### src/rtl/mem_port_arbiter_if.sv
// CPU-side request/response buses and the main-memory port of the arbiter,
// bundled so the arbiter and its environment share one connection.
interface mem_port_arbiter_if;
  // Instruction-fetch requester
  logic        if_req;
  logic [31:0] if_addr;
  logic        if_ready;
  logic [31:0] if_rdata;
  logic        if_err;
  // Load/store requester
  logic        d_req;
  logic        d_we;
  logic [31:0] d_addr;
  logic [31:0] d_wdata;
  logic        d_ready;
  logic [31:0] d_rdata;
  logic        d_err;
  // Main memory port
  logic        mem_en;
  logic        mem_we;
  logic [31:0] mem_addr;
  logic [31:0] mem_wdata;
  logic [31:0] mem_rdata;
  logic        mem_owner;
  // Pipeline hold
  logic        cpu_stall;

  // Arbiter view
  modport slave (
    input  if_req, if_addr, d_req, d_we, d_addr, d_wdata, mem_rdata,
    output if_ready, if_rdata, if_err, d_ready, d_rdata, d_err,
           mem_en, mem_we, mem_addr, mem_wdata, mem_owner, cpu_stall
  );

  // CPU core + memory view
  modport master (
    output if_req, if_addr, d_req, d_we, d_addr, d_wdata, mem_rdata,
    input  if_ready, if_rdata, if_err, d_ready, d_rdata, d_err,
           mem_en, mem_we, mem_addr, mem_wdata, mem_owner, cpu_stall
  );
endinterface

### src/rtl/mem_port_arbiter.sv
// Shares a single-ported main memory between instruction fetch and load/store.
// Each access runs IDLE -> ISSUE -> (WAIT) -> (CAPT) -> RESP, or IDLE -> ERR
// for a misaligned address. Data wins ties unless fetch has waited through
// STARVE_LIMIT consecutive data grants.
module mem_port_arbiter #(
  parameter int READ_LATENCY = 1,
  parameter int STARVE_LIMIT = 3
) (
  input  logic SYS_clk,
  input  logic SYS_reset,
  mem_port_arbiter_if.slave bus
);

  typedef enum logic [2:0] {
    IDLE  = 3'd0,
    ISSUE = 3'd1,
    WAIT  = 3'd2,
    CAPT  = 3'd3,
    RESP  = 3'd4,
    ERR   = 3'd5
  } state_t;

  localparam logic [3:0] STARVE_LIM = 4'(STARVE_LIMIT);
  localparam logic [2:0] WAIT_INIT  = 3'(READ_LATENCY - 1);

  state_t      state_reg, state_next;
  logic [2:0]  cnt_reg, cnt_next;
  logic [3:0]  starve_reg, starve_next;
  logic        mem_en_reg, mem_en_next;
  logic        mem_we_reg, mem_we_next;
  logic [31:0] mem_addr_reg, mem_addr_next;
  logic [31:0] mem_wdata_reg, mem_wdata_next;
  logic        owner_reg, owner_next;
  logic        if_ready_reg, if_ready_next;
  logic        d_ready_reg, d_ready_next;
  logic        if_err_reg, if_err_next;
  logic        d_err_reg, d_err_next;
  logic [31:0] if_rdata_reg, if_rdata_next;
  logic [31:0] d_rdata_reg, d_rdata_next;

  logic        fetch_win;
  logic [31:0] sel_addr;

  // Next-state, next-output and arbitration decision
  always_comb begin
    state_next     = state_reg;
    cnt_next       = cnt_reg;
    starve_next    = starve_reg;
    mem_en_next    = 1'b0;
    mem_we_next    = mem_we_reg;
    mem_addr_next  = mem_addr_reg;
    mem_wdata_next = mem_wdata_reg;
    owner_next     = owner_reg;
    if_ready_next  = 1'b0;
    d_ready_next   = 1'b0;
    if_err_next    = 1'b0;
    d_err_next     = 1'b0;
    if_rdata_next  = if_rdata_reg;
    d_rdata_next   = d_rdata_reg;

    // Fetch takes the port when alone, or when data has starved it long enough
    fetch_win = bus.if_req && (!bus.d_req || (starve_reg >= STARVE_LIM));
    sel_addr  = fetch_win ? bus.if_addr : bus.d_addr;

    case (state_reg)
      IDLE: begin
        if (bus.if_req || bus.d_req) begin
          owner_next    = !fetch_win;
          mem_addr_next = sel_addr;
          mem_we_next   = !fetch_win && bus.d_we;
          if (!fetch_win) begin
            mem_wdata_next = bus.d_wdata;
          end
          if (fetch_win || !bus.if_req) begin
            starve_next = 4'd0;
          end else if (starve_reg != 4'hF) begin
            starve_next = starve_reg + 4'd1;
          end
          if (sel_addr[1:0] != 2'b00) begin
            // Misaligned: answer immediately with ready+err, memory untouched
            state_next    = ERR;
            if_ready_next = fetch_win;
            if_err_next   = fetch_win;
            d_ready_next  = !fetch_win;
            d_err_next    = !fetch_win;
          end else begin
            state_next  = ISSUE;
            mem_en_next = 1'b1;
          end
        end else begin
          starve_next = 4'd0;
        end
      end
      ISSUE: begin
        if (mem_we_reg) begin
          state_next    = RESP;
          if_ready_next = !owner_reg;
          d_ready_next  = owner_reg;
        end else if (READ_LATENCY == 1) begin
          state_next = CAPT;
        end else begin
          state_next = WAIT;
          cnt_next   = WAIT_INIT;
        end
      end
      WAIT: begin
        if (cnt_reg <= 3'd1) begin
          state_next = CAPT;
        end else begin
          cnt_next = cnt_reg - 3'd1;
        end
      end
      CAPT: begin
        state_next    = RESP;
        if_ready_next = !owner_reg;
        d_ready_next  = owner_reg;
        if (owner_reg) begin
          d_rdata_next = bus.mem_rdata;
        end else begin
          if_rdata_next = bus.mem_rdata;
        end
      end
      RESP:    state_next = IDLE;
      ERR:     state_next = IDLE;
      default: state_next = IDLE;
    endcase
  end

  // State and registered outputs; reset abandons any access in flight
  always_ff @(posedge SYS_clk) begin
    if (SYS_reset) begin
      state_reg     <= IDLE;
      cnt_reg       <= 3'd0;
      starve_reg    <= 4'd0;
      mem_en_reg    <= 1'b0;
      mem_we_reg    <= 1'b0;
      mem_addr_reg  <= 32'd0;
      mem_wdata_reg <= 32'd0;
      owner_reg     <= 1'b0;
      if_ready_reg  <= 1'b0;
      d_ready_reg   <= 1'b0;
      if_err_reg    <= 1'b0;
      d_err_reg     <= 1'b0;
      if_rdata_reg  <= 32'd0;
      d_rdata_reg   <= 32'd0;
    end else begin
      state_reg     <= state_next;
      cnt_reg       <= cnt_next;
      starve_reg    <= starve_next;
      mem_en_reg    <= mem_en_next;
      mem_we_reg    <= mem_we_next;
      mem_addr_reg  <= mem_addr_next;
      mem_wdata_reg <= mem_wdata_next;
      owner_reg     <= owner_next;
      if_ready_reg  <= if_ready_next;
      d_ready_reg   <= d_ready_next;
      if_err_reg    <= if_err_next;
      d_err_reg     <= d_err_next;
      if_rdata_reg  <= if_rdata_next;
      d_rdata_reg   <= d_rdata_next;
    end
  end

  assign bus.mem_en    = mem_en_reg;
  assign bus.mem_we    = mem_we_reg;
  assign bus.mem_addr  = mem_addr_reg;
  assign bus.mem_wdata = mem_wdata_reg;
  assign bus.mem_owner = owner_reg;
  assign bus.if_ready  = if_ready_reg;
  assign bus.d_ready   = d_ready_reg;
  assign bus.if_err    = if_err_reg;
  assign bus.d_err     = d_err_reg;
  assign bus.if_rdata  = if_rdata_reg;
  assign bus.d_rdata   = d_rdata_reg;
  assign bus.cpu_stall = (bus.if_req & ~if_ready_reg) | (bus.d_req & ~d_ready_reg);

endmodule

### src/flat_wrapper.sv
// flat-port wrapper written by rule: the top's interface ports become plain ports
module mem_port_arbiter_flat 
#(
  parameter int READ_LATENCY = 1,
  parameter int STARVE_LIMIT = 3
)
  (SYS_clk, SYS_reset, bus_if_req, bus_if_addr, bus_d_req, bus_d_we, bus_d_addr, bus_d_wdata, bus_mem_rdata, bus_if_ready, bus_if_rdata, bus_if_err, bus_d_ready, bus_d_rdata, bus_d_err, bus_mem_en, bus_mem_we, bus_mem_addr, bus_mem_wdata, bus_mem_owner, bus_cpu_stall);
  mem_port_arbiter_if bus_i ();
  input  logic SYS_clk;
  input  logic SYS_reset;
  input wire logic [$bits(bus_i.if_req)-1:0] bus_if_req;
  input wire logic [$bits(bus_i.if_addr)-1:0] bus_if_addr;
  input wire logic [$bits(bus_i.d_req)-1:0] bus_d_req;
  input wire logic [$bits(bus_i.d_we)-1:0] bus_d_we;
  input wire logic [$bits(bus_i.d_addr)-1:0] bus_d_addr;
  input wire logic [$bits(bus_i.d_wdata)-1:0] bus_d_wdata;
  input wire logic [$bits(bus_i.mem_rdata)-1:0] bus_mem_rdata;
  output wire logic [$bits(bus_i.if_ready)-1:0] bus_if_ready;
  output wire logic [$bits(bus_i.if_rdata)-1:0] bus_if_rdata;
  output wire logic [$bits(bus_i.if_err)-1:0] bus_if_err;
  output wire logic [$bits(bus_i.d_ready)-1:0] bus_d_ready;
  output wire logic [$bits(bus_i.d_rdata)-1:0] bus_d_rdata;
  output wire logic [$bits(bus_i.d_err)-1:0] bus_d_err;
  output wire logic [$bits(bus_i.mem_en)-1:0] bus_mem_en;
  output wire logic [$bits(bus_i.mem_we)-1:0] bus_mem_we;
  output wire logic [$bits(bus_i.mem_addr)-1:0] bus_mem_addr;
  output wire logic [$bits(bus_i.mem_wdata)-1:0] bus_mem_wdata;
  output wire logic [$bits(bus_i.mem_owner)-1:0] bus_mem_owner;
  output wire logic [$bits(bus_i.cpu_stall)-1:0] bus_cpu_stall;
  assign bus_i.if_req = bus_if_req;
  assign bus_i.if_addr = bus_if_addr;
  assign bus_i.d_req = bus_d_req;
  assign bus_i.d_we = bus_d_we;
  assign bus_i.d_addr = bus_d_addr;
  assign bus_i.d_wdata = bus_d_wdata;
  assign bus_i.mem_rdata = bus_mem_rdata;
  assign bus_if_ready = bus_i.if_ready;
  assign bus_if_rdata = bus_i.if_rdata;
  assign bus_if_err = bus_i.if_err;
  assign bus_d_ready = bus_i.d_ready;
  assign bus_d_rdata = bus_i.d_rdata;
  assign bus_d_err = bus_i.d_err;
  assign bus_mem_en = bus_i.mem_en;
  assign bus_mem_we = bus_i.mem_we;
  assign bus_mem_addr = bus_i.mem_addr;
  assign bus_mem_wdata = bus_i.mem_wdata;
  assign bus_mem_owner = bus_i.mem_owner;
  assign bus_cpu_stall = bus_i.cpu_stall;
  mem_port_arbiter #(.READ_LATENCY(READ_LATENCY), .STARVE_LIMIT(STARVE_LIMIT)) u_core (.SYS_clk(SYS_clk), .SYS_reset(SYS_reset), .bus(bus_i));
endmodule
### config.mk
export PLATFORM = sky130hd
export DESIGN_NAME = mem_port_arbiter_flat
export DESIGN_NICKNAME = d
export VERILOG_FILES = /design/src/rtl/mem_port_arbiter_if.sv /design/src/rtl/mem_port_arbiter.sv /design/src/flat_wrapper.sv
export SDC_FILE = /design/constraint.sdc
export NUM_CORES = 1
export LEC_CHECK = 0
export ABC_AREA = 1
export CAP_MARGIN = 0
export CORE_MARGIN = 5
export CORE_UTILIZATION = 43
export CTS_BUF_LIST = sky130_fd_sc_hd__clkbuf_8
export DETAILED_ROUTE_END_ITERATION = 6
export PLACE_DENSITY = 0.87
export RECOVER_POWER = 100
export SYNTH_ARGS = -nofsm -noshare
export SYNTH_HDL_FRONTEND = slang
export SYNTH_SLANG_ARGS = --single-unit
### constraint.sdc
create_clock -name SYS_clk -period 2.7 [get_ports SYS_clk]
set_input_delay 0.405 -clock SYS_clk [delete_from_list [all_inputs] [get_ports SYS_clk]]
set_output_delay 0.405 -clock SYS_clk [all_outputs]
set_load 0.02 [all_outputs]
### After elaboration in Yosys (flattened, before gate mapping)

Cells that the tools add are included.

| cells by class | value |
|---|---|
| add/subtract/negate cells | 2 |
| multipliers | 0 |
| divide/modulo/power cells | 0 |
| order comparisons | 2 |
| eq/ne operators | 7 |
| shifts and indexed selects | 0 |
| multiplexer cells | 18 |
| bitwise gates (word level) | 10 |
| reductions and logical operators | 20 |

Operators by type and width:

| operator | count |
|---|---|
| $mux W32 | 1 |
| $mux W3 | 4 |
| $mux W4 | 3 |
| $pmux W3 S4 | 1 |
| $reduce_and A2 Y1 | 6 |
| $mux W1 | 7 |
| $not A1 Y1 | 7 |
| $eq A3 B2 Y1 const B | 2 |
| $pmux W1 S3 | 2 |
| $add A4 B1 Y4 const B | 1 |
| $ge A4 B2 Y1 const B | 1 |
| $logic_not A1 Y1 | 4 |
| $ne A2 B1 Y1 const B | 2 |
| $ne A4 B4 Y1 const B | 1 |
| $eq A3 B1 Y1 const B | 1 |
| $le A3 B1 Y1 const B | 1 |
| $logic_not A3 Y1 | 1 |
| $logic_or A1 B1 Y1 | 3 |
| $ne A3 B3 Y1 const B | 1 |
| $reduce_and A3 Y1 | 1 |
| $reduce_or A3 Y1 | 1 |
| $sub A3 B1 Y3 const B | 1 |
| $and A1 B1 Y1 | 2 |
| $logic_and A1 B1 Y1 | 2 |
| other kinds (3) | 3 |

| word-level totals | value |
|---|---|
| bits in registers | 145 |
| latch bits | 0 |
| RAM bits | 0 |
| memory bits (read-only) | 0 |
| bits of input ports | 133 |
| output and inout bits | 136 |
| logic and storage cells | 73 |
| memories | 0 |

### Logic depth before layout (Yosys ltp)

Gate-level depths: netlist of run 1.

| logic depth | value |
|---|---|
| word-level depth | 8 |
| depth in mapped cells | 10 |
| mapped depth without buffers | 9 |

### Worst setup path after synthesis of run 1

No wires, ideal clock.

| timing path | value |
|---|---|
| path kind | register to register |
| start | register u_core.starve_reg[0] |
| end | register u_core.mem_addr_reg[10] (netlist: u_core.bus.mem_addr[10]) |
| setup time | 0.058 ns |
| arrival time | 1.374 ns |
| data required time | 2.642 ns |
| path slack | 1.267 ns |
| stages on the path, launching flop included | 10 |
| path buffers | 1 |
| period minus slack after synthesis | 1.433 ns |
| path through | dfxtp_1 -> ha_1 -> nor2_1 -> nand2_1 -> nand2_1 -> clkbuf_1 -> nand2_1 -> nand3_1 -> o211ai_1 -> inv_1 |

| between the ends | value |
|---|---|
| word-level cells in the longest chain between the ends | 4 |

RTL lines:

| what | line | text |
|---|---|---|
| start: declaration | mem_port_arbiter.sv:28 | `logic [3:0] starve_reg, starve_next;` |
| start signal: assignment | mem_port_arbiter.sv:149 | `starve_reg <= starve_next;` |
| $ge A4 B2 Y1 | mem_port_arbiter.sv:62 | `fetch_win = bus.if_req && (!bus.d_req \|\| (starve_reg >= STARVE_LIM));` |
| $logic_or A1 B1 Y1 | mem_port_arbiter.sv:62 |  |
| $logic_and A1 B1 Y1 | mem_port_arbiter.sv:62 |  |
| $mux W32 | mem_port_arbiter.sv:63 | `sel_addr = fetch_win ? bus.if_addr : bus.d_addr;` |
| end signal: assignment | mem_port_arbiter.sv:152 | `mem_addr_reg <= mem_addr_next;` |
| end: declaration | mem_port_arbiter.sv:31 | `logic [31:0] mem_addr_reg, mem_addr_next;` |

No other way between the ends.
A chain may end at the register's enable or synchronous reset.

### Worst setup path in the final report of run 1

| timing path | value |
|---|---|
| start | input bus_if_req |
| end | output bus_cpu_stall |

| between the ends | value |
|---|---|
| word-level cells in the longest chain between the ends | 2 |

RTL lines:

| what | line | text |
|---|---|---|
| start: declaration | flat_wrapper.sv:11 | `input wire logic [$bits(bus_i.if_req)-1:0] bus_if_req;` |
| $and A1 B1 Y1 | mem_port_arbiter.sv:175 | `assign bus.cpu_stall = (bus.if_req & ~if_ready_reg) \| (bus.d_req & ~d_ready_reg);` |
| $or A1 B1 Y1 | mem_port_arbiter.sv:175 |  |
| end: declaration | flat_wrapper.sv:29 | `output wire logic [$bits(bus_i.cpu_stall)-1:0] bus_cpu_stall;` |

No other way between the ends.

==> flow_metrics.env, run 1 <==
export IMPL_synthTopCellsByArea="dfxtp_1 52%, nor2_1 9.8%, nand2_1 7.8%"
export IMPL_syn_nets=866
export IMPL_arrival_ns=1.97
export IMPL_area_growth_pct=56.4
export IMPL_final_max_slew_viol_count=0
export IMPL_synthesis_area_um2=5580
export IMPL_tightest_slew_ns=0.682
export IMPL_min_period_ns=2.38
export IMPL_die_h_um=124
export IMPL_tns_ns=0
export IMPL_post_cts_setup_buffers=0
export IMPL_cts_tree="yes"
export IMPL_combinationalPowerShare_pct=40.5
export IMPL_crit_slowest_cell="dlygate4sd3_1"
export IMPL_maxSlewHeadroom_pct=54.5
export IMPL_core_area_um2=12700
export IMPL_ys_seq_elements=145
export IMPL_clock_path_buffers=2
export IMPL_setup_viol=0
export IMPL_vias=5690
export IMPL_initial_utilization_pct=44.0
export IMPL_path_max_fanout=5
export IMPL_ys_seq_area_share_pct=52.0
export IMPL_grt_pass1_vias=5420
export IMPL_cp_slowest_stage_delay_ns=0.72
export IMPL_cts_sink_count=145
export IMPL_max_freq_mhz=421
export IMPL_start_kind="primary input"
export IMPL_p_per_area_nw_per_um2=891
export IMPL_seq_power_share_pct=37.5
export IMPL_clk_latency_ns=0.44
export IMPL_syn_inst=730
export IMPL_port_buffers=268
export IMPL_fin_hold_ws_ns=0.394
export IMPL_post_route_util_pct=68.8
export IMPL_yosysWarnings=0
export IMPL_maxCapViolations=0
export IMPL_dr_first_iter_drc_count=284
export IMPL_antenna_found_initial=0
export IMPL_p_int_mw=4.81
export IMPL_detail_route_first_pass_iterations=4
export IMPL_rsz0062_at_grt="false"
export IMPL_synth_ff_type="dfxtp_1"
export IMPL_numCtsBuffers=17
export IMPL_synth_top_area_cell="dfxtp_1"
export IMPL_viasPerCell=4.88
export IMPL_cts_root_buf="clkbuf_8"
export IMPL_hold_viol=0
export IMPL_synth_edf_count=0
export IMPL_htreeDepth=4
export IMPL_overflow=0
export IMPL_rows=41
export IMPL_synthArstFlopShare_pct=0
export IMPL_yosysTopAreaCellShare_pct=52.0
export IMPL_track_usage_pct=23.0
export IMPL_peakVddDrop_mv=0.544
export IMPL_p_sw_mw=2.97
export IMPL_synthDistinctLibCells=26
export IMPL_worstSetupPathType="primary input to output port"
export IMPL_cp_end_kind="output port"
export IMPL_cts_resized_gates=0
export IMPL_gp_congestion=0.801
export IMPL_syn_avg_cell_area_um2=7.64
export IMPL_synth_common_cells="145 x dfxtp_1, 145 x nor2_1, 116 x nand2_1"
export IMPL_die_w_um=124
export IMPL_final_layout_size_suffix_gt1_share_pct=6.24
export IMPL_nets=1117
export IMPL_diodes=0
export IMPL_drc_errors=0
export IMPL_drtAntennaViolNets=0
export IMPL_fin_worst_skew_ns=0.0110
export IMPL_clkPwrFrac_pct=21.9
export IMPL_die_area_um2=15400
export IMPL_ios=269
export IMPL_hold_path_class="primary input to flop"
export IMPL_cts_reportedPaths_clkPinSlew_ns=0.08
export IMPL_cts_hold_buf=0
export IMPL_grt_first_pass_wirelength_um=27400
export IMPL_drt_total_wl_um=18100
export IMPL_dp_hpwl_um=12800
export IMPL_swShare_pct=38.2
export IMPL_fin_crit_sh_pct=88.0
export IMPL_crit_chain="clkdlybuf4s50_1, inv_1, o22ai_1, dlygate4sd3_1"
export IMPL_cp_required_ns=2.30
export IMPL_post_drt_wl_per_cell_um=15.5
export IMPL_status="finished, final reports clean"
export IMPL_grt_start_max_net_pins=66
export IMPL_fillCellCount=1003
export IMPL_p_leak_nw=3.94
-- worst paths after layout --
path,slack (ns),startpoint,depth (start not counted),endpoint
max,0.32,bus_if_req,4,bus_cpu_stall
min,0.39,SYS_reset,4,u_core.bus.mem_wdata[31]
max reg2reg,0.40,u_core.starve_reg[0],10,u_core.bus.mem_addr[12]
min reg2reg,0.44,u_core.starve_reg[3],2,u_core.starve_reg[3]
-- power groups by stage --
stage	clock network (mW)	registers, mW	logic, mW
floorplan	0	3.56	1.35
global placement	0	2.97	3.31
detailed placement	0	2.99	3.36
CTS	1.75	2.95	3.38
global route	1.85	2.99	3.42
finish	1.71	2.92	3.15
-- critical path, delay by kind of cell --
| family | cells | cell delay (ns) |
|---|---|---|
| compound gates | 1 | 0.23 |
| buf+inv | 3 | 1.33 |
-- per-layer routing --
layer / share of wire, % / vias to the layer above / GRT usage (%)
met2: 49 / 214 / 38.9
met1: 38 / 2562 / 25.0
met3: 11 / 38 / 10.1
li1: - / 2876 / -
met4: 2.6 / 0 / 9.65
met5: 0 / - / 0
-- placed cells by master, fill, tap and decap left out, drive strengths merged, types with 2 or more instances in the layout --
cell and instances:
nand3 65, dfxtp 145, bufinv 2, clkbuf 24
clkinv 11, clkdlybuf4s50 131, clkinvlp 2, buf 11
ha 3, o211ai 32, nand2 117, nor2 146
o21ai 69, a21oi 42, dlygate4sd3 136, nor3 4
inv 49
-- layout make-up --
type                       instances  area, um^2  area share (%)
clock inverter                    13         135            1.55
tap                              172         215            2.47
multi-input combinational        483        2210            25.4
sequential                       145        2900            33.3
timing repair buffer             283        2800            32.1
inverter                          51         193            2.21
clock buffer                      19         262            3.00
-- per-stage QoR --
step	instances	total power [mW]	instance area (um^2)	worst slack (ns)
after global routing	1166	8.26	8720	0.195
after CTS	1166	8.08	8750	0.416
after floorplan	730	4.91	5580	1.27
after global placement	1134	6.29	8350	0.407
after detailed placement	1134	6.35	8350	0.430
final	1166	7.77	8720	0.325
-- kinds of logic after synthesis --
kind of cell	Yosys count	share of synthesized area, %
xor+xnor	1	0.157
flops	145	52.0
compound gates	145	14.5
fa+ha+maj	3	0.673
simple gates	334	24.5
buf+inv	102	8.10
Note: power is estimated with default switching activity, not from simulation.
==> run 2, diff against run 1 <==
--- a/config.mk
+++ b/config.mk
@@ -9,10 +9,11 @@
 export CAP_MARGIN = 0
 export CORE_MARGIN = 5
 export CORE_UTILIZATION = 43
-export CTS_BUF_LIST = sky130_fd_sc_hd__clkbuf_8
+export CTS_BUF_LIST = sky130_fd_sc_hd__clkbuf_4
 export DETAILED_ROUTE_END_ITERATION = 6
 export PLACE_DENSITY = 0.87
 export RECOVER_POWER = 100
+export SKIP_CTS_REPAIR_TIMING = 1
 export SYNTH_ARGS = -nofsm -noshare
 export SYNTH_HDL_FRONTEND = slang
 export SYNTH_SLANG_ARGS = --single-unit
==> flow_metrics.env, run 2 (synthesized netlist as in run 1, its figures left out) <==
export IMPL_grt_first_pass_wirelength_um=27000
export IMPL_start_kind="primary input"
export IMPL_worstSetupPathType="primary input to output port"
export IMPL_hold_viol=0
export IMPL_hold_end="u_core.bus.mem_wdata[31]"
export IMPL_track_usage_pct=22.7
export IMPL_drt_total_wl_um=18000
export IMPL_dr_first_iter_drc_count=238
export IMPL_cp_required_ns=2.30
export IMPL_maxSlewHeadroom_pct=53.6
export IMPL_antenna_found_initial=0
export IMPL_initial_utilization_pct=44.0
export IMPL_r2r_start="u_core.starve_reg[0]"
export IMPL_status="finished, final reports clean"
export IMPL_min_period_ns=2.36
export IMPL_path_max_fanout=5
export IMPL_layout_commonest_cell="nor2_1"
export IMPL_crit_slowest_cell="dlygate4sd3_1"
export IMPL_gp_congestion=0.801
export IMPL_clk_latency_ns=0.55
export IMPL_grt_start_max_net_pins=66
export IMPL_diodes=0
export IMPL_cts_reportedPaths_clkPinSlew_ns=0.13
export IMPL_rsz0062_at_grt="false"
export IMPL_dp_hpwl_um=12800
export IMPL_cts_sink_count=145
export IMPL_fillCellCount=1024
export IMPL_tightest_slew_ns=0.697
export IMPL_p_leak_nw=3.88
export IMPL_r2r_slack_ns=0.40
export IMPL_nets=1117
export IMPL_tns_ns=0
export IMPL_die_area_um2=15400
export IMPL_htreeDepth=4
export IMPL_maxCapViolations=0
export IMPL_worstHoldPathCells=4
export IMPL_area_growth_pct=54.2
export IMPL_final_max_slew_viol_count=0
export IMPL_core_area_um2=12700
export IMPL_cp_end_kind="output port"
export IMPL_grt_pass1_vias=5368
export IMPL_port_buffers=268
export IMPL_path_buf_inv=3
export IMPL_ios=269
export IMPL_reg2reg_to="u_core.bus.mem_addr[12]"
export IMPL_fin_crit_sh_pct=87.5
export IMPL_detail_route_first_pass_iterations=6
export IMPL_rows=41
export IMPL_r2r_cells=10
export IMPL_p_per_area_nw_per_um2=864
export IMPL_peakVddDrop_mv=0.450
export IMPL_max_freq_mhz=423
export IMPL_post_drt_wl_per_cell_um=15.5
export IMPL_die_h_um=124
export IMPL_clock_path_buffers=2
export IMPL_cts_root_buf="clkbuf_4"
export IMPL_arrival_ns=1.96
export IMPL_vias=5663
export IMPL_overflow=0
export IMPL_hold_path_class="primary input to flop"
export IMPL_drtAntennaViolNets=0
export IMPL_setup_viol=0
export IMPL_crit_chain="clkdlybuf4s50_1, inv_1, o22ai_1, dlygate4sd3_1"
export IMPL_post_route_util_pct=67.9
export IMPL_drc_errors=0
export IMPL_fin_worst_skew_ns=0.0225
export IMPL_hold_start="SYS_reset"
export IMPL_die_w_um=124
export IMPL_viasPerCell=4.86
export IMPL_cts_tree="yes"
export IMPL_cp_slowest_stage_delay_ns=0.73
export IMPL_numCtsBuffers=17
export IMPL_critPathTopFamily="buffers and inverters"
export IMPL_final_cell_mix="146 x nor2_1, 145 x dfxtp_1, 136 x dlygate4sd3_1, 131 x clkdlybuf4s50_1, 117 x nand2_1"
export IMPL_final_layout_size_suffix_gt1_share_pct=6.14
run 2: cell types whose count changed in the layout (fill, tap and decap cells not counted), sizes merged:
cell	delta
clkbuf	-1
inv	-1
clkinv	+2
run 2: report_power, final:
part,internal [mW],switching [mW],leakage [nW]
Combinational,1.28,1.87,2.54
Clock,0.556,0.804,0.151
Sequential,2.66,0.261,1.19
Total,4.49,2.94,3.88
run 2: cell type report:
type	count	area (um^2)	share of cell area [%]
flip-flops and latches	145	2900	33.8
multi-input cells	483	2210	25.7
well taps	172	215	2.50
clock buffers	18	135	1.57
repair buffers	283	2800	32.6
clock inverters	14	139	1.61
inverters	51	193	2.24
run 2: worst register-to-register path: stages, from the launching register on:
cell and delay [ns]:
dfxtp_1 0.34, ha_1 0.20, nor2_1 0.10, nand2_1 0.10
nand2_1 0.14, clkbuf_1 0.52, clkbuf_2 0.45, nand2_1 0.13
nand3_1 0.10, o211ai_1 0.10, inv_1 0.07
run 2: through the flow:
step / cell area [um^2] / hold WS, ns / setup WS, ns / std cells / total power, mW
floorplan: 5580 / 0.419 / 1.27 / 730 / 4.91
global placement: 8350 / 0.427 / 0.407 / 1134 / 6.29
detailed placement: 8350 / 0.431 / 0.430 / 1134 / 6.35
CTS: 8630 / 0.232 / 0.416 / 1166 / 7.72
global route: 8600 / 0.249 / 0.175 / 1166 / 7.89
finish: 8600 / 0.271 / 0.338 / 1166 / 7.43
run 2: worst max path at each step:
stage	start	end	slack, ns	cells after the start
floorplan	u_core.starve_reg[0]	u_core.bus.mem_addr[10]	1.27	9
global placement	bus_if_req	bus_cpu_stall	0.41	4
detailed placement	bus_if_req	bus_cpu_stall	0.43	4
CTS	bus_if_req	bus_cpu_stall	0.42	4
global route	u_core.starve_reg[0]	u_core.bus.mem_addr[30]	0.18	10
finish	bus_if_req	bus_cpu_stall	0.34	4
run 2: metal layers:
layer / up-vias / part of all wire (%) / GRT usage, %
met5: - / 0 / 0
met4: 0 / 2.1 / 8.28
met3: 27 / 10 / 10.5
met2: 208 / 49 / 39.0
met1: 2545 / 38 / 24.5
li1: 2883 / - / -
